File: src/rtl/lif_pkg.sv
// Shared types and constants for the LIF spike monitor slice.
// Q16.16 membrane format, default event field widths, event record.
package lif_pkg;

  localparam int Q_FRAC = 16;
  localparam logic signed [31:0] Q_ONE = 32'sh0001_0000;

  localparam int TS_W_DEF  = 16;
  localparam int ISI_W_DEF = 16;

  typedef struct packed {
    logic [TS_W_DEF-1:0]  ts;
    logic [ISI_W_DEF-1:0] isi;
  } spike_event_t;

endpackage

File: src/rtl/spike_event_fifo.sv
// Synchronous FIFO for spike events; head is read combinationally from storage.
// Push into a full FIFO succeeds only when a pop happens on the same edge.
module spike_event_fifo #(
  parameter int DEPTH = 4,
  parameter int W     = 32
) (
  input  logic         clk,
  input  logic         rst,
  input  logic         clear,
  input  logic         push,
  input  logic         pop,
  input  logic [W-1:0] din,
  output logic [W-1:0] dout,
  output logic         full,
  output logic         empty
);

  localparam int AW = $clog2(DEPTH);

  logic [AW:0]  wr_ptr;
  logic [AW:0]  rd_ptr;
  logic [W-1:0] mem [DEPTH];
  logic         do_push;
  logic         do_pop;

  assign empty   = (wr_ptr == rd_ptr);
  assign full    = (wr_ptr[AW] != rd_ptr[AW]) && (wr_ptr[AW-1:0] == rd_ptr[AW-1:0]);
  assign do_pop  = pop && !empty;
  assign do_push = push && (!full || do_pop);
  assign dout    = mem[rd_ptr[AW-1:0]];

  always_ff @(posedge clk or negedge rst) begin
    if (!rst) begin
      wr_ptr <= '0;
      rd_ptr <= '0;
    end else if (clear) begin
      wr_ptr <= '0;
      rd_ptr <= '0;
    end else begin
      if (do_push) wr_ptr <= wr_ptr + 1'b1;
      if (do_pop)  rd_ptr <= rd_ptr + 1'b1;
    end
  end

  // Storage carries no reset; the consumer only sees it behind a non-empty flag.
  always_ff @(posedge clk) begin
    if (do_push && !clear) mem[wr_ptr[AW-1:0]] <= din;
  end

endmodule

File: src/rtl/lif_spike_monitor.sv
// Watches a Q16.16 LIF membrane stream, detects zero-after-positive firing
// events and queues {timestamp, ISI} records for a valid/ready consumer.
module lif_spike_monitor
  import lif_pkg::*;
#(
  parameter int TS_W       = TS_W_DEF,
  parameter int ISI_W      = ISI_W_DEF,
  parameter int FIFO_DEPTH = 4,
  parameter int CNT_W      = 16
) (
  input  logic               clk,
  input  logic               rst,
  input  logic               clear,
  input  logic signed [31:0] vout,
  input  logic               vout_valid,
  output logic               spike_valid,
  input  logic               spike_ready,
  output logic [TS_W-1:0]    spike_ts,
  output logic [ISI_W-1:0]   spike_isi,
  output logic [CNT_W-1:0]   spike_count,
  output logic               overflow
);

  function automatic logic [ISI_W-1:0] isi_sat_inc(input logic [ISI_W-1:0] c);
    return (&c) ? c : c + 1'b1;
  endfunction

  logic signed [31:0]       prev_v_p0;
  logic [TS_W-1:0]          ts_cnt_p0;
  logic [ISI_W-1:0]         isi_cnt_p0;
  logic                     spike_det;
  logic                     fifo_push;
  logic                     fifo_pop;
  logic                     fifo_full;
  logic                     fifo_empty;
  logic [TS_W+ISI_W-1:0]    fifo_din;
  logic [TS_W+ISI_W-1:0]    fifo_dout;

  assign spike_det = vout_valid && (vout == 32'sd0) && (prev_v_p0 > 32'sd0);
  assign fifo_push = spike_det && !clear;
  assign fifo_pop  = spike_ready && !clear;
  assign fifo_din  = {ts_cnt_p0, isi_sat_inc(isi_cnt_p0)};

  // Sample stage: previous voltage, update timestamp, ISI and spike counters.
  always_ff @(posedge clk or negedge rst) begin
    if (!rst) begin
      prev_v_p0   <= '0;
      ts_cnt_p0   <= '0;
      isi_cnt_p0  <= '0;
      spike_count <= '0;
      overflow    <= 1'b0;
    end else if (clear) begin
      prev_v_p0   <= '0;
      ts_cnt_p0   <= '0;
      isi_cnt_p0  <= '0;
      spike_count <= '0;
      overflow    <= 1'b0;
    end else begin
      if (vout_valid) begin
        prev_v_p0  <= vout;
        ts_cnt_p0  <= ts_cnt_p0 + 1'b1;
        isi_cnt_p0 <= spike_det ? '0 : isi_sat_inc(isi_cnt_p0);
      end
      if (spike_det) begin
        spike_count <= spike_count + 1'b1;
        // A full FIFO frees a slot only if the head is taken on this edge.
        if (fifo_full && !spike_ready) overflow <= 1'b1;
      end
    end
  end

  spike_event_fifo #(
    .DEPTH (FIFO_DEPTH),
    .W     (TS_W + ISI_W)
  ) u_fifo (
    .clk   (clk),
    .rst   (rst),
    .clear (clear),
    .push  (fifo_push),
    .pop   (fifo_pop),
    .din   (fifo_din),
    .dout  (fifo_dout),
    .full  (fifo_full),
    .empty (fifo_empty)
  );

  assign spike_valid           = !fifo_empty;
  assign {spike_ts, spike_isi} = fifo_empty ? '0 : fifo_dout;

endmodule

File: config.mk
export PLATFORM = sky130hd
export DESIGN_NAME = lif_spike_monitor
export DESIGN_NICKNAME = d
export VERILOG_FILES = /design/src/rtl/lif_pkg.sv /design/src/rtl/spike_event_fifo.sv /design/src/rtl/lif_spike_monitor.sv
export SDC_FILE = /design/constraint.sdc
export NUM_CORES = 1
export LEC_CHECK = 0
export ABC_AREA = 1
export ABC_CLOCK_PERIOD_IN_PS = 3000
export CORE_AREA = 2 2 142 144
export DETAILED_ROUTE_END_ITERATION = 7
export DIE_AREA = 0 0 144 146
export HOLD_SLACK_MARGIN = 0.08
export PLACE_DENSITY_LB_ADDON = 0.08
export SLEW_MARGIN = 30
export SYNTH_ARGS = -nofsm -noshare
export SYNTH_HDL_FRONTEND = slang
export SYNTH_HIERARCHICAL = 1
export SYNTH_SLANG_ARGS = --single-unit
File: constraint.sdc
create_clock -name clk -period 3 [get_ports clk]
set_input_delay 0.6 -clock clk [delete_from_list [all_inputs] [get_ports clk]]
set_output_delay 0.6 -clock clk [all_outputs]
set_load 0.02 [all_outputs]
---- Yosys cells after proc, flatten, opt, wreduce, memory -nomap -nowiden ----
Memory sizes are Yosys's and may differ from the RTL's.
Cells that the tools add are included.
word-level totals
  memories ................................ 1
  input bits .............................. 37
  register bits ........................... 87
  memory bits (read-only) ................. 0
  latch bits .............................. 0
  logic and storage cells ................. 59
  output and inout port bits .............. 50
  RAM bits ................................ 128
operators by class
  divide/modulo/power cells ............... 0
  add/subtract/negate cells ............... 5
  reductions and logical operators ........ 22
  eq/ne operators ......................... 3
  bitwise logic cells ..................... 0
  $lt $le $gt $ge ......................... 1
  shift operators ......................... 0
  multiply operators ...................... 0
  multiplexer cells ....................... 20
memories
  name        depth  width  read ports  clocked after Yosys merged registers in  write ports  line                    RTL
  u_fifo.mem  4      32     1           0                                        1            spike_event_fifo.sv:22  logic [W-1:0] mem [DEPTH];
operators with widths
  cell                     count
  $mux W16                 8
  $mux W32                 3
  $add A16 B1 Y16 const B  3
  $gt A32 B1 Y1 const B    1
  $logic_not A32 Y1        1
  $reduce_and A16 Y1       1
  $mux W3                  4
  $reduce_bool A2 Y1       5
  $logic_and A1 B1 Y1      9
  $add A3 B1 Y3 const B    2
  $mux W1                  5
  $logic_not A1 Y1         4
  $eq A3 B3 Y1             1
  $eq A2 B2 Y1             1
  $reduce_and A2 Y1        1
  $logic_or A1 B1 Y1       1
  $ne A1 B1 Y1             1

---- Depth between registers and ports, before layout ----
  depth in word-level cells ............... 8
  depth in mapped cells ................... 10

---- Modules after synthesis ----
Netlist, hierarchy kept.
by module, submodules not included
  module             cells an instance  instances  area each (um2)  sequential area each (um2)
  spike_event_fifo   372                1          5195.0           3993.8
  lif_spike_monitor  698                1          4799.6           2026.9

---- Least setup slack after synthesis ----
OpenSTA, ideal clock, no wires.
  path type ............................... input to register
  start point ............................. in vout_valid
  end point ............................... mem u_fifo.mem[0][0] (enable)
  data arrival time ....................... 2.971 ns
  stages .................................. 9
  required time ........................... 2.579 ns
  path slack .............................. -0.393 ns
  path through ............................ buf_4 -> nand2_1 -> nor2_1 -> nand3_1 -> nor2_1 -> nand2_2 -> nor2_1 -> nand3_2 -> nor2_1
on the way
  word-level cells in the longest chain between the ends .. 7
ends and longest elaborated chain
  what                              line                     RTL
  start, declared                   lif_spike_monitor.sv:15  input logic vout_valid,
  $logic_and A1 B1 Y1 (2 in a row)  lif_spike_monitor.sv:39  assign spike_det = vout_valid && (vout == 32'sd0) && (prev_v_p0 > 32'sd0);
  $logic_and A1 B1 Y1               lif_spike_monitor.sv:40  assign fifo_push = spike_det && !clear;
  net fifo_push                     lif_spike_monitor.sv:32  logic fifo_push;
  $logic_and A1 B1 Y1               spike_event_fifo.sv:29   assign do_push = push && (!full || do_pop);
  $logic_and A1 B1 Y1               spike_event_fifo.sv:47   if (do_push && !clear) mem[wr_ptr[AW-1:0]] <= din;
  $mux W1                           spike_event_fifo.sv:47
  $mux W1 (not written as such)     spike_event_fifo.sv:47
  end, declared                     spike_event_fifo.sv:22
The timed path passes the listed nets, and every way through them passes these cells.

---- Worst setup path in the final report ----
  start point ............................. reg u_fifo.rd_ptr[1]
  end point ............................... out spike_isi[15]
on the way
  word-level cells in the longest chain between the ends .. 2
  elaborated cells between the ends (all ways) .. 3
ends and longest elaborated chain
  what                    line                     RTL
  start, declared         spike_event_fifo.sv:21   logic [AW:0] rd_ptr;
  start signal, assigned  spike_event_fifo.sv:41   if (do_pop) rd_ptr <= rd_ptr + 1'b1;
  $eq A3 B3 Y1            spike_event_fifo.sv:26   assign empty = (wr_ptr == rd_ptr);
  net fifo_empty          lif_spike_monitor.sv:35  logic fifo_empty;
  $mux W32                lif_spike_monitor.sv:88  assign {spike_ts, spike_isi} = fifo_empty ? '0 : fifo_dout;
  end, declared           lif_spike_monitor.sv:19  output logic [ISI_W-1:0] spike_isi,
The timed path passes the listed nets, and every way through them passes these cells.

==> summary.json <==
{
  "global_routing": {
    "number_of_global_route_vias_before_repair": 7157,
    "grt_start_max_net_pins": 44,
    "number_of_antenna_violations_at_the_first_check_in_global_routing": 0,
    "final_global_route_overflow_total": 0,
    "grt_pass1_wl_um": 37560,
    "grt_use_total_pct": 22.56
  },
  "setup_path": {
    "cp_data_required_time_ns": 2.40,
    "worst_setup_path_end_kind": "primary output",
    "critical_path.startpoint_type": "flop",
    "worst-r2r-setup-slack_ns": 0.79,
    "worstPathCellList": "buf_8 > nand2_1 > nand2_1 > nand3_2 > inv_1 > buf_8 > nor2_1 > dlygate4sd2_1",
    "path_max_fanout": 25,
    "timing.rr.end": "u_fifo/mem[0][16]",
    "crit_slowest_cell": "dfrtp_1",
    "worstReg2RegStart": "prev_v_p0[31]",
    "slowest_delay_ns": 0.44,
    "r2r_cells": 8,
    "timing.setup.critical_path_class": "flop to primary output",
    "cp.arrival_ns": 2.29
  },
  "logic_synthesis": {
    "syn-mean-instance-area_um2": 9.341,
    "postSynthRegisterBits": 215,
    "synth-edff-count": 128,
    "synth.net_count": 1115,
    "synthDistinctLibCells": 34,
    "yosys_warnings": 6,
    "synth_ff_type": "edfxtp_1",
    "post_synth_inst_count": 1070,
    "synthesis.area_um2": 9995,
    "ys_seq_area_share_pct": 60.24,
    "fraction_of_registers_with_async_set_or_reset_after_synthesis_pct": 40.47
  },
  "cts": {
    "cts_buffers": 23,
    "cts_setup_buffers": 0,
    "max-clock-path-buffers": 3,
    "htree_levels": 1,
    "worst_skew_pair.late_latency_ns": 0.51,
    "tritoncts": "done",
    "cts_num_sinks": 215,
    "cts-root-buf": "clkbuf_16",
    "cts.reportedPaths.clkPinSlew_ns": 0.06
  },
  "timing": {
    "fmax_mhz": 345.6,
    "setup-violations-final": 0,
    "period_minus_slack_ns": 2.893,
    "maxSlewViolCount": 0,
    "relative_slew_slack_pct": 56.40,
    "fin_skew_ns": 0.02150,
    "worst_slew_pin_slew_ns": 0.6472,
    "final-hold-violation-count": 0,
    "final.setup.tns_ns": 0,
    "timing.final.crit_share_pct": 96.44
  },
  "layout": {
    "finalNetCount": 1207,
    "post_route_cells_drive_above_1_share_pct": 8.736,
    "antennaDiodeCount": 0,
    "fillCellCount": 1563,
    "layout_stage_area_growth_over_the_synthesis_result_pct": 22.62
  },
  "floorplanning": {
    "fp.dieW_um": 144,
    "ioPinCount": 87,
    "core_area_um2": 19330,
    "start_util_pct": 51.69,
    "die_h_um": 146,
    "rows": 51,
    "die_outline_area_um2": 21020
  },
  "drt": {
    "drt_drc_violations_left": 0,
    "first_iter_violations": 517,
    "detail_route.wirelength.met1_um": 10470,
    "via_per_inst": 5.256,
    "ant_nets": 0,
    "detailroute.wirelength.met2_um": 11310,
    "top_layer_used": "met4",
    "detailedRoute.firstPassIterationCount": 5,
    "routed_wl_um": 23600,
    "route.vias.total": 7589,
    "met3_length_um": 1277,
    "wl_per_cell_um": 16.34
  },
  "power": {
    "total_power_mw": 6.419,
    "ir_drop_mv": 0.3908,
    "cellPowerDensity_nw_per_um2": 523.8,
    "power.static_leakage_nw": 5.780
  },
  "placement": {
    "finalWeightedCongestion": 0.8114,
    "io_buffer_count": 86,
    "dp_hpwl_um": 15320
  },
  "min_path": {
    "holdPathEnd": "prev_v_p0[18]",
    "min-delay-start": "prev_v_p0[18]",
    "hold_depth": 2,
    "hold_class": "flop to flop"
  },
  "flow_run": {
    "timing.max_cap.violations": 0
  },
  "outcome": {
    "outcome": "finished clean"
  }
}
==> cell families after synthesis <==
family          share of synthesized area (%)
fa+ha+maj                               1.002
compound gates                          7.023
simple gates                            24.15
xor+xnor                                1.502
flops                                   60.24
buf+inv                                 6.084
==> registers in the layout, summed over array words and instances, names as in the netlist <==
register,flops
ts_cnt_p0,16
isi_cnt_p0,16
u_fifo/rd_ptr,3
overflow,1
prev_v_p0,32
spike_count,16
u_fifo/wr_ptr,3
u_fifo/mem,128
==> where the power goes <==
| group | switching (mW) | internal [mW] |
|---|---|---|
| clock | 1.13 | 1.84 |
| combinational | 0.146 | 0.0945 |
| sequential | 0.0398 | 3.17 |
| total | 1.32 | 5.10 |
==> cells in the mapped netlist (3+ instances only) <==
master,instances,share of area [%]
nand3_1,76,3.8
nor2_4,3,0.34
nor3_1,11,0.55
a21oi_1,8,0.40
dfrtp_1,87,22
edfxtp_1,128,38
inv_2,3,0.11
clkbuf_1,24,0.90
nand3_2,10,1.0
buf_4,3,0.23
nor2_1,192,7.2
ha_1,8,1.0
buf_1,3,0.11
xnor2_1,3,0.26
o22ai_1,32,2.0
nand2_1,213,8.0
buf_2,18,0.90
nand2_2,5,0.31
o21ai_0,85,4.3
inv_1,96,3.6
nand4_1,35,2.2
xor2_1,11,0.96
==> final cells by class <==
cell class              count  area (um^2)  share of cell area (%)
repair buffers            117         1311                   10.70
flip-flops and latches    215         6022                   49.14
well taps                 265        331.6                   2.705
inverters                  99        374.1                   3.053
clock inverters            16        210.2                   1.715
clock buffers              26        586.8                   4.788
multi-input cells         706         3420                   27.90
==> repair_timing <==
item | CTS | global route
hold buffers | 1 | 0
pin swaps | 2 | 0
hold endpoints to repair | 26 | 0
cloned | 1 | 0
setup endpoints to repair | 33 | 24
gates resized for setup | 17 | 26
==> worst max path at each step <==
stage | cells after the start | end | start
2_1_floorplan | 9 | u_fifo/mem[0][0] | vout_valid
3_3_place_gp | 11 | u_fifo/mem[0][19] | vout[5]
3_5_place_dp | 11 | u_fifo/mem[0][17] | vout[5]
4_1_cts | 8 | spike_ts[3] | u_fifo/rd_ptr[1]
5_1_grt | 8 | spike_isi[15] | u_fifo/rd_ptr[1]
6_report | 8 | spike_isi[15] | u_fifo/rd_ptr[1]
==> worst max-delay path, delay by kind of cell, from the launching register on <==
kind          cells  cell delay, ns
buf+inv           4            0.87
simple gates      4            0.45
flops             1            0.44
==> cells in the final DEF, fill, tap and decap left out, types with 29 or more instances in the layout <==
cell	instances
dfrtp_1	86
clkdlybuf4s50_1	52
nor2_1	188
o21ai_0	85
nand3_1	76
inv_1	95
nand2_1	213
nand4_1	35
o22ai_1	29
edfxtp_1	128
==> metrics by stage <==
step           hold WS (ns)  utilization, %  cell area [um^2]  cells  setup WS (ns)
4_1_cts              0.4741           63.04             12190   1444        -0.1004
2_1_floorplan        0.3044               -              9995   1070        -0.3925
6_report             0.4718           63.39             12260   1444         0.1068
5_1_grt              0.4934           63.39             12260   1444       -0.01900
3_5_place_dp         0.4595           58.58             11330   1400        0.02477
3_3_place_gp         0.4571           58.58             11330   1400       0.005982
==> layer usage <==
layer,vias up,track usage (%)
li1,3771,-
met5,-,0
met1,3561,31.86
met2,216,36.71
met3,41,3.027
met4,0,6.471
Power figures use the tool's default switching activity.
